**src/rtl/muldiv_seq.sv**
```systemverilog
// Iterative RV32M multiply/divide sequencer: one shared shift/add-subtract
// datapath, one iteration per cycle, stalls the execute stage until done.
module muldiv_seq #(
  parameter int N_BITS = 32
) (
  input  logic              clk,
  input  logic              rst_n,
  input  logic              req_vld,
  input  logic [2:0]        req_fn,
  input  logic [N_BITS-1:0] req_op1,
  input  logic [N_BITS-1:0] req_op2,
  input  logic              kill,
  input  logic              resp_rdy,
  output logic              resp_vld,
  output logic [N_BITS-1:0] resp_data,
  output logic              stall_req
);
  localparam int CW = $clog2(N_BITS);

  typedef enum logic [1:0] {IDLE, MUL, DIV, DONE} state_t;

  state_t            state;
  logic [CW-1:0]     cnt;
  logic [2:0]        fn;
  logic              sign1, sign2;
  logic [N_BITS-1:0] hi, lo, opnd;

  // Request decode: signedness, magnitudes and the two divide short-cuts
  logic              op1_signed, op2_signed, s1, s2;
  logic              div_zero, div_ovf;
  logic [N_BITS-1:0] mag1, mag2, special;

  always_comb begin
    op1_signed = (req_fn != 3'd3) && (req_fn != 3'd5) && (req_fn != 3'd7);
    op2_signed = op1_signed && (req_fn != 3'd2);
    s1         = op1_signed && req_op1[N_BITS-1];
    s2         = op2_signed && req_op2[N_BITS-1];
    mag1       = s1 ? -req_op1 : req_op1;
    mag2       = s2 ? -req_op2 : req_op2;
    div_zero   = (req_op2 == '0);
    div_ovf    = !req_fn[0] && (req_op1 == {1'b1, {(N_BITS-1){1'b0}}}) &&
                 (req_op2 == '1);
    if (req_fn[1]) special = div_zero ? req_op1 : '0;
    else           special = div_zero ? '1 : req_op1;
  end

  // Multiply: {hi,lo} shifts right, multiplier bits consumed from lo[0].
  // Divide: {hi,lo} shifts left, quotient bits enter at lo[0].
  logic [N_BITS:0]   mul_sum, div_trial;
  logic              div_ok;
  logic [N_BITS-1:0] nxt_hi, nxt_lo, q_fix, r_fix, final_res;
  logic [2*N_BITS-1:0] prod, prod_fix;

  always_comb begin
    mul_sum   = {1'b0, hi} + (lo[0] ? {1'b0, opnd} : '0);
    div_trial = {hi, lo[N_BITS-1]} - {1'b0, opnd};
    div_ok    = !div_trial[N_BITS];
    if (state == MUL) begin
      nxt_hi = mul_sum[N_BITS:1];
      nxt_lo = {mul_sum[0], lo[N_BITS-1:1]};
    end else begin
      nxt_hi = div_ok ? div_trial[N_BITS-1:0] : {hi[N_BITS-2:0], lo[N_BITS-1]};
      nxt_lo = {lo[N_BITS-2:0], div_ok};
    end
    prod     = {nxt_hi, nxt_lo};
    prod_fix = (sign1 ^ sign2) ? -prod : prod;
    q_fix    = (sign1 ^ sign2) ? -nxt_lo : nxt_lo;
    r_fix    = sign1 ? -nxt_hi : nxt_hi;
    if (state == MUL)
      final_res = (fn == 3'd0) ? prod_fix[N_BITS-1:0] : prod_fix[2*N_BITS-1:N_BITS];
    else
      final_res = fn[1] ? r_fix : q_fix;
  end

  always_ff @(posedge clk or negedge rst_n) begin
    if (!rst_n) begin
      state     <= IDLE;
      cnt       <= '0;
      fn        <= '0;
      sign1     <= 1'b0;
      sign2     <= 1'b0;
      hi        <= '0;
      lo        <= '0;
      opnd      <= '0;
      resp_data <= '0;
    end else if (kill) begin
      state <= IDLE;
      cnt   <= '0;
    end else begin
      case (state)
        IDLE: if (req_vld) begin
          fn    <= req_fn;
          sign1 <= s1;
          sign2 <= s2;
          hi    <= '0;
          lo    <= mag1;
          opnd  <= mag2;
          cnt   <= CW'(N_BITS - 1);
          if (!req_fn[2]) state <= MUL;
          else if (div_zero || div_ovf) begin
            state     <= DONE;
            resp_data <= special;
          end else state <= DIV;
        end
        MUL, DIV: begin
          hi <= nxt_hi;
          lo <= nxt_lo;
          if (cnt == '0) begin
            resp_data <= final_res;
            state     <= DONE;
          end else cnt <= cnt - 1'b1;
        end
        DONE: if (resp_rdy) state <= IDLE;
        default: state <= IDLE;
      endcase
    end
  end

  assign resp_vld  = (state == DONE) && !kill;
  assign stall_req = ((state == IDLE) && req_vld && !kill) || (state == MUL) ||
                     (state == DIV) || ((state == DONE) && !resp_rdy);
endmodule

```
**config.mk**
```make
export PLATFORM = sky130hd
export DESIGN_NAME = muldiv_seq
export DESIGN_NICKNAME = d
export VERILOG_FILES = /design/src/rtl/muldiv_seq.sv
export SDC_FILE = /design/constraint.sdc
export NUM_CORES = 1
export LEC_CHECK = 0
export BUFFER_PORTS_ARGS = -buffer_cell sky130_fd_sc_hd__buf_2
export CORE_ASPECT_RATIO = 0.75
export CORE_MARGIN = 2
export CORE_UTILIZATION = 50
export DETAILED_ROUTE_END_ITERATION = 10
export GPL_TIMING_DRIVEN = 0
export PLACE_DENSITY_LB_ADDON = 0.2
export SLEW_MARGIN = 20
export SYNTH_ARGS = -nofsm -noshare
export SYNTH_HDL_FRONTEND = slang
export SYNTH_SLANG_ARGS = --single-unit
```
**constraint.sdc**
```tcl
create_clock -name clk -period 6 [get_ports clk]
set_input_delay 0.6 -clock clk [delete_from_list [all_inputs] [get_ports clk]]
set_output_delay 0.6 -clock clk [all_outputs]
set_load 0.01 [all_outputs]
```
==> impl_results.md <==
* Mapped Cells at roughly 2200
* Core area at around 31000 um^2
* First-pass GRT wire length at around 110000 um
* Row cnt at 56
* Final Non-Filler Cells at around 2700
* WL per Instance at 26.88 um
* DP HPWL at approximately 58000 um
* Dominant cell type by area after synthesis: dfrtp_1
* Number of instances in the placed design at roughly 2700
* Worst-Margin Slew at 1153 ps
* Die Height at 158.8 um
* Pin count of the biggest net entering global routing at 83
* H-tree depth at 4
* Min cycle time layout at about 5900 ps
* Final WS setup at approximately 120 ps
* Post-synthesis cell area at between 15000 and 20000 um^2
* Initial antenna violation count at 2
* Most common cell on crit path: clkbuf_1
* Layout Skew at roughly 13 ps
* Final ANT Viol Nets at 0
* Layout cell share with drive strength beyond 1 at slightly above 10%
* Routed WL at 72460 um
* Share of synthesized registers carrying an async set or reset at 100.0%
* GRT overflow at 0
* Post-synth EDFFs at 0
* Slew headroom at 21.91%
* Vias at 18440
* Vias in the first global route at roughly 16000
* Area Growth Syn to Fin at 11.29%
* Final Max Slew Viols at 0
* Distinct cells, synth at between 90 and 100
* Worst setup EP type: flip-flop
* Final setup fails at 0
* Placer Congestion at about 1.1
* GRT Total Usage at a little over two fifths
* Final hold viol count at 0
* Reg clk slew, reported paths at approximately 60 ps
* Root Buffer Master: clkbuf_16
* Die Area at 33390 um^2
* Worst skew pair latency at ~470 ps
* Max Fanout on Critical Path at 10
* Starting DRC count in detailed routing at between 2000 and 3000
* CTS tree: done
* TNS Setup at 0 ps
* Period utilisation layout at a little over nine tenths
* Dominant cells by area after synthesis: dfrtp_1 (22%), o21ai_0 (6.7%), xnor2_1 (6.3%)
* Synth Warn # at 0
* Port Buffers at roughly 100
* HP Class: primary input to asynchronous set/reset pin
* Initial Util at 50.97%
* CTS max path bufs at 2
* Drt drc at 0
* Mean Syn Cell Area at approximately 7.4 um^2
* Clk sink count at 140
* RSZ-0062 raised after global routing: no
* Cts bufs inserted at 17
* Final Net Count at between 2000 and 2500
* Vias per std cell at 6.839
* Antenna Cells at 0
* Mapped Nets at between 2000 and 2500
* DR pass1 iterations at 8
* Status: finished clean
* F_max at 0.1701 GHz
* Critical Path Start Type: primary input
* Slowest stage cell, crit path: nor3_1
* Synth Flop Type: dfrtp_1
* Max incr delay on CP at ~900 ps
* WP data required at roughly 6300 ps
* Maxcap violations at 0
* Kind of critical path: primary input to flip-flop
* Sequential area share after synthesis at 21.94%
* Worst-path cell chain: buf_2 > inv_1 > ha_1 > nand3_1 > or3_1 > nor2_1 > and2_1 > clkbuf_1 > nand2_1 > nor3_1 > nor2_1 > or2_2 > clkbuf_1 > clkbuf_1 > clkbuf_1 > a311oi_2 > a21oi_1
* Commonest cells after routing, fill and taps aside: nand2_1 (252), o21ai_0 (211), a21oi_1 (192)
* Synth Register Bits at 140
* Worst EP arrival at 6190 ps
* Die Width at ~210 um
* Yosys top cell area share at between 20% and 30%
* Most common cell after layout, fill and taps aside: nand2_1
* DP Worst Slack at -945.0 ps
* # IOs at around 110
* Min Hold Slack at between 100 and 150 ps
-- cells by family (layout without fill, tap and decap cells) --
| group | count (synthesis) | after routing | share of synthesized area (%) |
|---|---|---|---|
| flip-flops | 140 | 140 | 21.94 |
| XOR/XNOR | 185 | 185 | 10.15 |
| multiplexers | 67 | 67 | 4.357 |
| adder cells (fa/ha/maj) | 92 | 92 | 7.069 |
| buffers and inverters | 197 | 331 | 4.914 |
| AO/OA/AOI/OAI | 739 | 739 | 29.46 |
| AND/OR/NAND/NOR | 736 | 736 | 22.11 |
-- critical path: cells and delay by family --
family	cells	cell delay [ps]
AOI/OAI and AO/OA	2	890
adders and majority gates	1	190
buffers and inverters	6	1690
and+or+nand+nor	8	2790
-- flip-flops by register name (all words and copies together) (netlist names) --
name,flops
hi,32
lo,32
opnd,32
resp_data,32
cnt,5
fn,3
state,2
sign1,1
sign2,1
-- synthesized netlist by cell type (28+ instances only) --
library cell,n
a211oi_1,36
a21oi_1,194
a31oi_1,29
and2_1,45
clkbuf_1,106
dfrtp_1,140
ha_1,75
inv_1,64
mux2i_1,51
nand2_1,252
nand3_1,41
nor2_1,178
nor3_1,51
o21ai_0,213
o31ai_1,28
xnor2_1,114
xor2_1,71
-- metal layers --
layer	global-route usage [%]	wire length, um	vias up
li1	-	-	8170
met1	65.51	32900	8880
met2	53.88	26760	1250
met3	16.52	11000	130
met4	10.03	1672	8
met5	0	131	-
-- layout make-up --
class	instances	area, um^2
clock buffers	20	466.7
fillers	3053	13550
repair buffers	106	565.5
plain buffers	129	548.0
clock inverters	11	142.6
well taps	406	508.0
inverters	65	244.0
flip-flops and latches	140	3505
multi-input cells	1819	11790
-- through the flow --
step | area [um^2] | utilization (%)
finish | 17770 | 56.73
global route | 17770 | 56.73
CTS | 17670 | 56.42
detailed placement | 17040 | 54.41
global placement | 16990 | 54.26
floorplan | 15970 | -
-- path summary, 6_finish.rpt --
| kind | startpoint | to | slack [ps] | depth (start not counted) |
|---|---|---|---|---|
| max | req_op2[0] | resp_data[0]$_DFFE_PN0P_ | 120 | 17 |
| min | rst_n | opnd[2]$_DFFE_PN0P_ | 130 | 1 |
| max reg2reg | lo[31]$_DFFE_PN0P_ | resp_data[22]$_DFFE_PN0P_ | 130 | 21 |
| min reg2reg | resp_data[3]$_DFFE_PN0P_ | resp_data[3]$_DFFE_PN0P_ | 470 | 2 |
| max in group asynchronous | rst_n | resp_data[3]$_DFFE_PN0P_ | 5090 | 2 |
| min in group clk | req_op2[16] | opnd[16]$_DFFE_PN0P_ | 450 | 3 |
-- repair_timing --
item                       4_1_cts  5_1_grt
resized for setup               13       21
hold endpoints to repair         0        0
setup endpoints to repair       20       19
gates cloned                     0        0
hold buffers                     0        0
setup buffers                    0        1
Power is left out: the tool's default activity adds up to more than one toggle a clock period on the data nets, which glitch-free logic cannot reach.
